### src/rtl/pa_fpu_pkg.sv
// pa_fpu_pkg: shared types and constants for the FPU write-back controller.
// Holds the FDSU tracking state encoding, the FDSU unit-select code and the
// bus widths used by the controller, its arbiter and its interface.
package pa_fpu_pkg;

    localparam int DATA_W = 32;
    localparam int FLAG_W = 5;
    localparam int REG_W  = 5;
    localparam int SEL_W  = 3;

    localparam logic [SEL_W-1:0] EU_FDSU = 3'b100;

    // IDLE: no divide/sqrt op in flight; RUN: op outstanding in the FDSU;
    // WB: FDSU result buffered and waiting for the register-file port.
    typedef enum logic [1:0] {
        ST_IDLE = 2'd0,
        ST_RUN  = 2'd1,
        ST_WB   = 2'd2
    } fdsu_state_e;

    // An EX1 op goes to the iterative FDSU unless the unit resolved it early,
    // in which case its result flows down the ordinary EX2 path.
    function automatic logic is_fdsu_issue(input logic             inst_vld,
                                           input logic [SEL_W-1:0] eu_sel,
                                           input logic             special);
        return inst_vld && (eu_sel == EU_FDSU) && !special;
    endfunction

endpackage

### src/rtl/pa_fpu_wb_ctrl_if.sv
// pa_fpu_wb_ctrl_if: register-file write-back request/grant bus.
// The controller drives the request side (master); the register file answers
// with the grant (slave).
interface pa_fpu_wb_ctrl_if;
    import pa_fpu_pkg::*;

    logic              fpu_rf_wb_vld;
    logic [DATA_W-1:0] fpu_rf_wb_data;
    logic [FLAG_W-1:0] fpu_rf_wb_fflags;
    logic [REG_W-1:0]  fpu_rf_wb_dst;
    logic              rf_fpu_wb_grant;

    modport master (
        output fpu_rf_wb_vld,
        output fpu_rf_wb_data,
        output fpu_rf_wb_fflags,
        output fpu_rf_wb_dst,
        input  rf_fpu_wb_grant
    );

    modport slave (
        input  fpu_rf_wb_vld,
        input  fpu_rf_wb_data,
        input  fpu_rf_wb_fflags,
        input  fpu_rf_wb_dst,
        output rf_fpu_wb_grant
    );

endinterface

### src/rtl/pa_fpu_wb_arb.sv
// pa_fpu_wb_arb: two-source fixed-priority write-back selector.
// Source 0 is the buffered FDSU result, held in local registers from capture
// until it is granted; source 1 is the live EX2 result. The buffered FDSU
// result always wins. Outputs are forced to zero while no request is shown.
module pa_fpu_wb_arb
    import pa_fpu_pkg::*;
(
    input  logic              clk,
    input  logic              dst_load,
    input  logic [REG_W-1:0]  dst_in,
    input  logic              res_load,
    input  logic [DATA_W-1:0] res_data,
    input  logic [FLAG_W-1:0] res_fflags,
    input  logic              buf_vld,
    input  logic              ex2_vld,
    input  logic              ex2_wb,
    input  logic [DATA_W-1:0] ex2_data,
    input  logic [FLAG_W-1:0] ex2_fflags,
    input  logic [REG_W-1:0]  ex2_dst,
    input  logic              grant,
    output logic              wb_vld,
    output logic [DATA_W-1:0] wb_data,
    output logic [FLAG_W-1:0] wb_fflags,
    output logic [REG_W-1:0]  wb_dst,
    output logic              buf_gnt,
    output logic              ex2_done
);

    logic [DATA_W-1:0] buf_data;
    logic [FLAG_W-1:0] buf_fflags;
    logic [REG_W-1:0]  buf_dst;

    // Hold registers for the FDSU op: dst at issue, result at completion.
    // They only change on their load strobes, so a presented result is stable.
    always_ff @(posedge clk) begin
        if (dst_load) begin
            buf_dst <= dst_in;
        end
        if (res_load) begin
            buf_data   <= res_data;
            buf_fflags <= res_fflags;
        end
    end

    // Fixed-priority select; an EX2 op without a register write retires at
    // once without raising a request.
    always_comb begin
        wb_vld    = 1'b0;
        wb_data   = '0;
        wb_fflags = '0;
        wb_dst    = '0;
        buf_gnt   = 1'b0;
        ex2_done  = 1'b0;
        if (buf_vld) begin
            wb_vld    = 1'b1;
            wb_data   = buf_data;
            wb_fflags = buf_fflags;
            wb_dst    = buf_dst;
            buf_gnt   = grant;
        end else if (ex2_vld) begin
            ex2_done = !ex2_wb || grant;
            if (ex2_wb) begin
                wb_vld    = 1'b1;
                wb_data   = ex2_data;
                wb_fflags = ex2_fflags;
                wb_dst    = ex2_dst;
            end
        end
    end

endmodule

### src/rtl/pa_fpu_wb_ctrl.sv
// pa_fpu_wb_ctrl: FPU write-back controller. Tracks the EX2 pipe slot and
// one outstanding iterative FDSU op, arbitrates both onto the single
// register-file write port and stalls EX1 when the pipedown cannot proceed.
// Optional feature macro PA_FPU_WB_FFLAGS_ACC_EN adds a sticky accumulator of
// the fflags of every granted write-back, with a clear input from CP0.
module pa_fpu_wb_ctrl
    import pa_fpu_pkg::*;
#(
    parameter int FUNC_WIDTH = 10
) (
    input  logic              forever_cpuclk,
    input  logic              cpurst,
    input  logic              ctrl_xx_ex1_inst_vld,
    input  logic [SEL_W-1:0]  idu_fpu_ex1_eu_sel,
    input  logic              fdsu_fpu_ex1_special,
    input  logic [REG_W-1:0]  idu_fpu_ex1_dst,
    input  logic [DATA_W-1:0] dp_frbus_ex2_data,
    input  logic [FLAG_W-1:0] dp_frbus_ex2_fflags,
    input  logic              ex2_inst_wb,
    input  logic              fdsu_fpu_done,
    input  logic [DATA_W-1:0] fdsu_fpu_data,
    input  logic [FLAG_W-1:0] fdsu_fpu_fflags,
    input  logic              rtu_yy_xx_flush,
    output logic              ctrl_xx_ex1_stall,
    output logic              fpu_fdsu_kill,
`ifdef PA_FPU_WB_FFLAGS_ACC_EN
    input  logic              cp0_fpu_fflags_clr,
    output logic [FLAG_W-1:0] fpu_cp0_fflags_acc,
`endif
    pa_fpu_wb_ctrl_if.master  wb
);

    // Width of the EX1 function code this controller sits beside.
    typedef logic [FUNC_WIDTH-1:0] ex1_func_t;

    fdsu_state_e      state;
    logic             ex2_vld;
    logic [REG_W-1:0] ex2_dst;
    logic             fdsu_issue;
    logic             issue_go;
    logic             ex2_load;
    logic             res_load;
    logic             ex2_done;
    logic             buf_gnt;
    logic             stall;

    assign fdsu_issue = is_fdsu_issue(ctrl_xx_ex1_inst_vld, idu_fpu_ex1_eu_sel,
                                      fdsu_fpu_ex1_special);

    // EX1 must wait while EX2 is occupied and not leaving this cycle, or while
    // a new FDSU op meets an FDSU that is still busy or holding a result.
    assign stall = ctrl_xx_ex1_inst_vld &&
                   ((ex2_vld && !ex2_done) || (fdsu_issue && (state != ST_IDLE)));
    assign ctrl_xx_ex1_stall = stall;

    // Flush kills anything trying to enter EX2 or the FDSU this cycle.
    // issue_go implies IDLE, since any other state stalls an FDSU issue.
    assign issue_go = fdsu_issue && !stall && !rtu_yy_xx_flush;
    assign ex2_load = ctrl_xx_ex1_inst_vld && !stall && !fdsu_issue && !rtu_yy_xx_flush;
    assign res_load = (state == ST_RUN) && fdsu_fpu_done && !rtu_yy_xx_flush;

    // EX2 slot: new entries take priority over retirement so back-to-back ops
    // flow without a bubble; flush empties the slot.
    always_ff @(posedge forever_cpuclk) begin
        if (cpurst) begin
            ex2_vld <= 1'b0;
        end else if (rtu_yy_xx_flush) begin
            ex2_vld <= 1'b0;
        end else if (ex2_load) begin
            ex2_vld <= 1'b1;
        end else if (ex2_done) begin
            ex2_vld <= 1'b0;
        end
    end

    // EX2 destination follows the pipedown; meaningful only while ex2_vld.
    always_ff @(posedge forever_cpuclk) begin
        if (ex2_load) begin
            ex2_dst <= idu_fpu_ex1_dst;
        end
    end

    // FDSU tracking FSM with registered kill; flush overrides done and grant,
    // and reset drops the op silently.
    always_ff @(posedge forever_cpuclk) begin
        if (cpurst) begin
            state         <= ST_IDLE;
            fpu_fdsu_kill <= 1'b0;
        end else begin
            fpu_fdsu_kill <= rtu_yy_xx_flush && (state == ST_RUN);
            if (rtu_yy_xx_flush) begin
                state <= ST_IDLE;
            end else begin
                case (state)
                    ST_IDLE: if (issue_go)      state <= ST_RUN;
                    ST_RUN:  if (fdsu_fpu_done) state <= ST_WB;
                    ST_WB:   if (buf_gnt)       state <= ST_IDLE;
                    default:                    state <= ST_IDLE;
                endcase
            end
        end
    end

    pa_fpu_wb_arb u_arb (
        .clk        (forever_cpuclk),
        .dst_load   (issue_go),
        .dst_in     (idu_fpu_ex1_dst),
        .res_load   (res_load),
        .res_data   (fdsu_fpu_data),
        .res_fflags (fdsu_fpu_fflags),
        .buf_vld    (state == ST_WB),
        .ex2_vld    (ex2_vld),
        .ex2_wb     (ex2_inst_wb),
        .ex2_data   (dp_frbus_ex2_data),
        .ex2_fflags (dp_frbus_ex2_fflags),
        .ex2_dst    (ex2_dst),
        .grant      (wb.rf_fpu_wb_grant),
        .wb_vld     (wb.fpu_rf_wb_vld),
        .wb_data    (wb.fpu_rf_wb_data),
        .wb_fflags  (wb.fpu_rf_wb_fflags),
        .wb_dst     (wb.fpu_rf_wb_dst),
        .buf_gnt    (buf_gnt),
        .ex2_done   (ex2_done)
    );

`ifdef PA_FPU_WB_FFLAGS_ACC_EN
    // Sticky fflags of every accepted write; a clear beats a same-cycle write.
    always_ff @(posedge forever_cpuclk) begin
        if (cpurst) begin
            fpu_cp0_fflags_acc <= '0;
        end else if (cp0_fpu_fflags_clr) begin
            fpu_cp0_fflags_acc <= '0;
        end else if (wb.fpu_rf_wb_vld && wb.rf_fpu_wb_grant) begin
            fpu_cp0_fflags_acc <= fpu_cp0_fflags_acc | wb.fpu_rf_wb_fflags;
        end
    end
`endif

endmodule
### src/flat_wrapper.sv
// flat-port wrapper written by rule: the top's interface ports become plain ports
module pa_fpu_wb_ctrl_flat import pa_fpu_pkg::*;
#(
    parameter int FUNC_WIDTH = 10
)
  (forever_cpuclk, cpurst, ctrl_xx_ex1_inst_vld, idu_fpu_ex1_eu_sel, fdsu_fpu_ex1_special, idu_fpu_ex1_dst, dp_frbus_ex2_data, dp_frbus_ex2_fflags, ex2_inst_wb, fdsu_fpu_done, fdsu_fpu_data, fdsu_fpu_fflags, rtu_yy_xx_flush, ctrl_xx_ex1_stall, fpu_fdsu_kill, wb_fpu_rf_wb_vld, wb_fpu_rf_wb_data, wb_fpu_rf_wb_fflags, wb_fpu_rf_wb_dst, wb_rf_fpu_wb_grant);
  pa_fpu_wb_ctrl_if wb_i ();
  input  logic forever_cpuclk;
  input  logic cpurst;
  input  logic ctrl_xx_ex1_inst_vld;
  input  logic [SEL_W-1:0] idu_fpu_ex1_eu_sel;
  input  logic fdsu_fpu_ex1_special;
  input  logic [REG_W-1:0] idu_fpu_ex1_dst;
  input  logic [DATA_W-1:0] dp_frbus_ex2_data;
  input  logic [FLAG_W-1:0] dp_frbus_ex2_fflags;
  input  logic ex2_inst_wb;
  input  logic fdsu_fpu_done;
  input  logic [DATA_W-1:0] fdsu_fpu_data;
  input  logic [FLAG_W-1:0] fdsu_fpu_fflags;
  input  logic rtu_yy_xx_flush;
  output logic ctrl_xx_ex1_stall;
  output logic fpu_fdsu_kill;
  output wire logic [$bits(wb_i.fpu_rf_wb_vld)-1:0] wb_fpu_rf_wb_vld;
  output wire logic [$bits(wb_i.fpu_rf_wb_data)-1:0] wb_fpu_rf_wb_data;
  output wire logic [$bits(wb_i.fpu_rf_wb_fflags)-1:0] wb_fpu_rf_wb_fflags;
  output wire logic [$bits(wb_i.fpu_rf_wb_dst)-1:0] wb_fpu_rf_wb_dst;
  input wire logic [$bits(wb_i.rf_fpu_wb_grant)-1:0] wb_rf_fpu_wb_grant;
  assign wb_fpu_rf_wb_vld = wb_i.fpu_rf_wb_vld;
  assign wb_fpu_rf_wb_data = wb_i.fpu_rf_wb_data;
  assign wb_fpu_rf_wb_fflags = wb_i.fpu_rf_wb_fflags;
  assign wb_fpu_rf_wb_dst = wb_i.fpu_rf_wb_dst;
  assign wb_i.rf_fpu_wb_grant = wb_rf_fpu_wb_grant;
  pa_fpu_wb_ctrl #(.FUNC_WIDTH(FUNC_WIDTH)) u_core (.forever_cpuclk(forever_cpuclk), .cpurst(cpurst), .ctrl_xx_ex1_inst_vld(ctrl_xx_ex1_inst_vld), .idu_fpu_ex1_eu_sel(idu_fpu_ex1_eu_sel), .fdsu_fpu_ex1_special(fdsu_fpu_ex1_special), .idu_fpu_ex1_dst(idu_fpu_ex1_dst), .dp_frbus_ex2_data(dp_frbus_ex2_data), .dp_frbus_ex2_fflags(dp_frbus_ex2_fflags), .ex2_inst_wb(ex2_inst_wb), .fdsu_fpu_done(fdsu_fpu_done), .fdsu_fpu_data(fdsu_fpu_data), .fdsu_fpu_fflags(fdsu_fpu_fflags), .rtu_yy_xx_flush(rtu_yy_xx_flush), .ctrl_xx_ex1_stall(ctrl_xx_ex1_stall), .fpu_fdsu_kill(fpu_fdsu_kill), .wb(wb_i));
endmodule
### config.mk
export PLATFORM = sky130hd
export DESIGN_NAME = pa_fpu_wb_ctrl_flat
export DESIGN_NICKNAME = d
export VERILOG_FILES = /design/src/rtl/pa_fpu_pkg.sv /design/src/rtl/pa_fpu_wb_ctrl_if.sv /design/src/rtl/pa_fpu_wb_arb.sv /design/src/rtl/pa_fpu_wb_ctrl.sv /design/src/flat_wrapper.sv
export SDC_FILE = /design/constraint.sdc
export NUM_CORES = 1
export LEC_CHECK = 0
export CAP_MARGIN = 10
export CORE_AREA = 2 2 95 97
export CTS_CLUSTER_SIZE = 40
export DETAILED_ROUTE_END_ITERATION = 7
export DIE_AREA = 0 0 97 99
export GPL_TIMING_DRIVEN = 0
export PLACE_DENSITY_LB_ADDON = 0.15
export RECOVER_POWER = 25
export SYNTH_ARGS = -nofsm -noshare
export SYNTH_HDL_FRONTEND = slang
export SYNTH_SLANG_ARGS = --single-unit
### constraint.sdc
create_clock -name forever_cpuclk -period 4.3 [get_ports forever_cpuclk]
set_clock_uncertainty 0.2 [all_clocks]
set_input_delay 0.645 -clock forever_cpuclk [delete_from_list [all_inputs] [get_ports forever_cpuclk]]
set_output_delay 0.645 -clock forever_cpuclk [all_outputs]
set_load 0.02 [all_outputs]
==> summary.txt <==
Detailed routing
  – Number of detailed-route iterations in the first pass: 4
  – Average via count per standard cell: 4.41
  – WL final: around 5800 µm
  – Via count: 1692
  – Detailed Route Iter0 Violations: 29
  – Count of antenna-violating nets left after detailed routing: 0
  – Drc violations: 0
  – Average wire per standard cell: 15.0 µm

Yosys
  – Average size of a mapped cell: 16.0 µm²
  – Netlist area before placement: 2100 µm²
  – Most used standard cells in the synthesized netlist: edfxtp_1 (47), a22o_1 (42), buf_2 (10)
  – Post-synthesis cell count: roughly 130
  – Top cell type's share of synthesized area: 0.671
  – Synth top area cells: edfxtp_1 (67%), a22o_1 (18%), dfxtp_1 (3.8%)
  – Synth Flop Type: edfxtp_1
  – Synth warn: 0
  – Number of flip-flops and latches in the synthesized netlist: 51
  – Top-count cell post-synth: edfxtp_1
  – Net Count, Synth: roughly 220
  – Cell accounting for the most synthesized area: edfxtp_1
  – Sequential area share after synthesis: 0.710
  – Number of enable flip-flop cells after synthesis: 47
  – Count of cell types in the netlist: 22
  – Synth async-reset ratio: 0

Global route
  – Remaining global-route overflow: 0
  – Number of global-route vias before repair: 1705
  – First-pass GRT wire length: 9020 µm
  – Largest net degree at the start of global routing: 15
  – Overall Global Routing Usage: 0.118
  – Number of antenna violations at the first check in global routing: 0

Cells and area
  – Area growth from synthesis to layout: 76.0%
  – Core utilization of the finished layout: 0.433
  – Number of nets in the layout: 365
  – Ratio of cells with drive above 1 in the final layout: 0.0942
  – Final design instance area without fill: 3700 µm²
  – Antenna cell count: 0

Die
  – Initial Utilization: 0.246
  – Number of primary I/O pins: 135
  – Die Outline Area: roughly 9600 µm²
  – Width of the die: 97 µm
  – DIE HEIGHT: 99 µm
  – Core footprint: 8550 µm²
  – Floorplan row count: 34

Critical path
  – Required @ worst endpoint: 3.45 ns
  – Crit path DAT: 2.57 ns
  – Setup crit start kind: input port
  – Category of the worst setup path capture point: output port
  – Type of the worst setup path: in -> out
  – Highest fanout seen on the critical path: 3

Place
  – Number of port buffers: 134
  – Final weighted congestion of routability-driven global placement: 0.812
  – Post-DP HPWL: 4390 µm
  – Pre-CTS setup slack: about 0.88 ns
  – Cell Area, Placed: about 3600 µm²

Timing
  – Number of pins with negative max-slew slack in the final report: 0
  – Post-route clock period utilization: 0.794
  – Setup violators final: 0
  – Hold Fails Final Rpt: 0
  – Worst Tran Pin Value: between 0.5 and 0.6 ns
  – Final worst slack: 0.885 ns
  – RSZ-0062 raised after global routing: false
  – Final min period: 3.42 ns
  – Rel. slew slack: 0.610
  – Max Freq: 0.293 GHz
  – Worst hold slack across all endpoints: 0.407 ns
  – Total negative setup slack: 0 ns

Min path
  – Hold Path Class: reg -> reg

CTS
  – Clock Path Buffers: 2
  – Cell at the root of the clock tree: clkbuf_8
  – Register clock-pin slew on the reported worst setup and hold paths: 0.08 ns
  – Htree depth: 2
  – Number of buffers inserted for hold repair after clock tree synthesis: 0
  – Total clock buffers created by CTS: 5
  – Clock sink count: 51
  – Worst-Skew Late Latency: 0.29 ns
  – Clock tree from TritonCTS: done
  – Post-CTS setup repair buffer count: 0
  – Number of gates resized after cts: 0

Power and ir drop
  – Areal power density over the cells: approximately 250 nW/µm²
  – Pleak: 1.28 nW
  – Maximum resistive drop on vdd: roughly 0.00014 V

Job
  – Number of maximum-capacitance constraint violations: 0

Outcome
  – Outcome: finished clean
[where the power goes]
group	total [mW]	leakage (nW)	switching (mW)	internal, mW
sequential	0.545	0.457	0.000813	0.544
clock	0.259	0.0422	0.144	0.114
combinational	0.106	0.783	0.0291	0.0773
total	0.910	1.28	0.174	0.736
[per-stage QoR]
step	instances	total power, mW
after floorplan	131	0.574
final	384	0.910
after detailed placement	376	0.669
after global placement	373	0.668
after CTS	384	0.934
after global routing	384	0.950
[routing by layer]
metal / share of wire / wire length [µm] / track usage / up-vias
met5: 0 / 0 / 0 / -
met4: 0.011 / 63 / 0.0325 / 0
met3: 0.068 / 389 / 0.0312 / 6
met2: 0.49 / 2790 / 0.202 / 85
met1: 0.44 / 2510 / 0.147 / 776
li1: - / - / - / 825
[path summary, 6_finish.rpt]
| path | from | endpoint | slack [ns] | cells past startpoint |
|---|---|---|---|---|
| min reg2reg | u_core.ex2_vld | u_core.ex2_vld | 0.41 | 2 |
| max | idu_fpu_ex1_eu_sel[1] | ctrl_xx_ex1_stall | 0.88 | 5 |
| min | u_core.ex2_vld | u_core.ex2_vld | 0.41 | 2 |
| max reg2reg | u_core.state[0] | u_core.u_arb.buf_data[4] | 2.14 | 6 |
[flip-flops by register name (all words and copies together), names as in the netlist]
register / cells
u_core.fpu_fdsu_kill: 1
u_core.u_arb.buf_fflags: 5
u_core.ex2_vld: 1
u_core.u_arb.buf_data: 32
u_core.ex2_dst: 5
u_core.state: 2
u_core.u_arb.buf_dst: 5
[kinds of logic after synthesis]
| logic type | count (synthesis) | synth area share |
|---|---|---|
| compound gates | 49 | 0.200 |
| buf+inv | 11 | 0.0256 |
| flops | 51 | 0.710 |
| simple gates | 20 | 0.0649 |
[cell usage in the layout (no fill, tap or decap)]
| master | count |
|---|---|
| buf_4 | 1 |
| nor2_4 | 1 |
| o21ai_1 | 3 |
| nor4_1 | 1 |
| or2_4 | 1 |
| buf_8 | 1 |
| o21ai_0 | 1 |
| edfxtp_1 | 47 |
| clkinv_2 | 1 |
| nor3b_1 | 1 |
| dlygate4sd3_1 | 35 |
| nor2b_1 | 3 |
| inv_1 | 1 |
| clkdlybuf4s50_1 | 99 |
| o22ai_2 | 2 |
| clkbuf_8 | 5 |
| buf_2 | 10 |
| or4b_4 | 1 |
| clkbuf_1 | 2 |
| nand2b_1 | 1 |
| nor3_2 | 1 |
| or4b_2 | 1 |
| nand2_1 | 3 |
| buf_6 | 1 |
| dfxtp_1 | 4 |
| nand3b_1 | 2 |
| a211oi_1 | 1 |
| nor2_1 | 2 |
| nor3_1 | 1 |
| a22o_1 | 42 |
| nor4bb_1 | 1 |
[critical path, cell delays in order]
cell and delay, ns:
clkdlybuf4s50_1 0.39, or4b_4 0.53, or2_4 0.26, o22ai_2 0.12, clkdlybuf4s50_1 0.62
[cell type report]
type	instances	area [µm²]
buffer	10	50.0
clock buffer	7	76.3
clock inverter	1	5.00
fill	821	4850
inverter	1	3.75
multi-input combinational	69	562
sequential	51	1490
tap	108	135
timing repair buffer	137	1380
No activity file was read; power rests on OpenSTA's default activity.
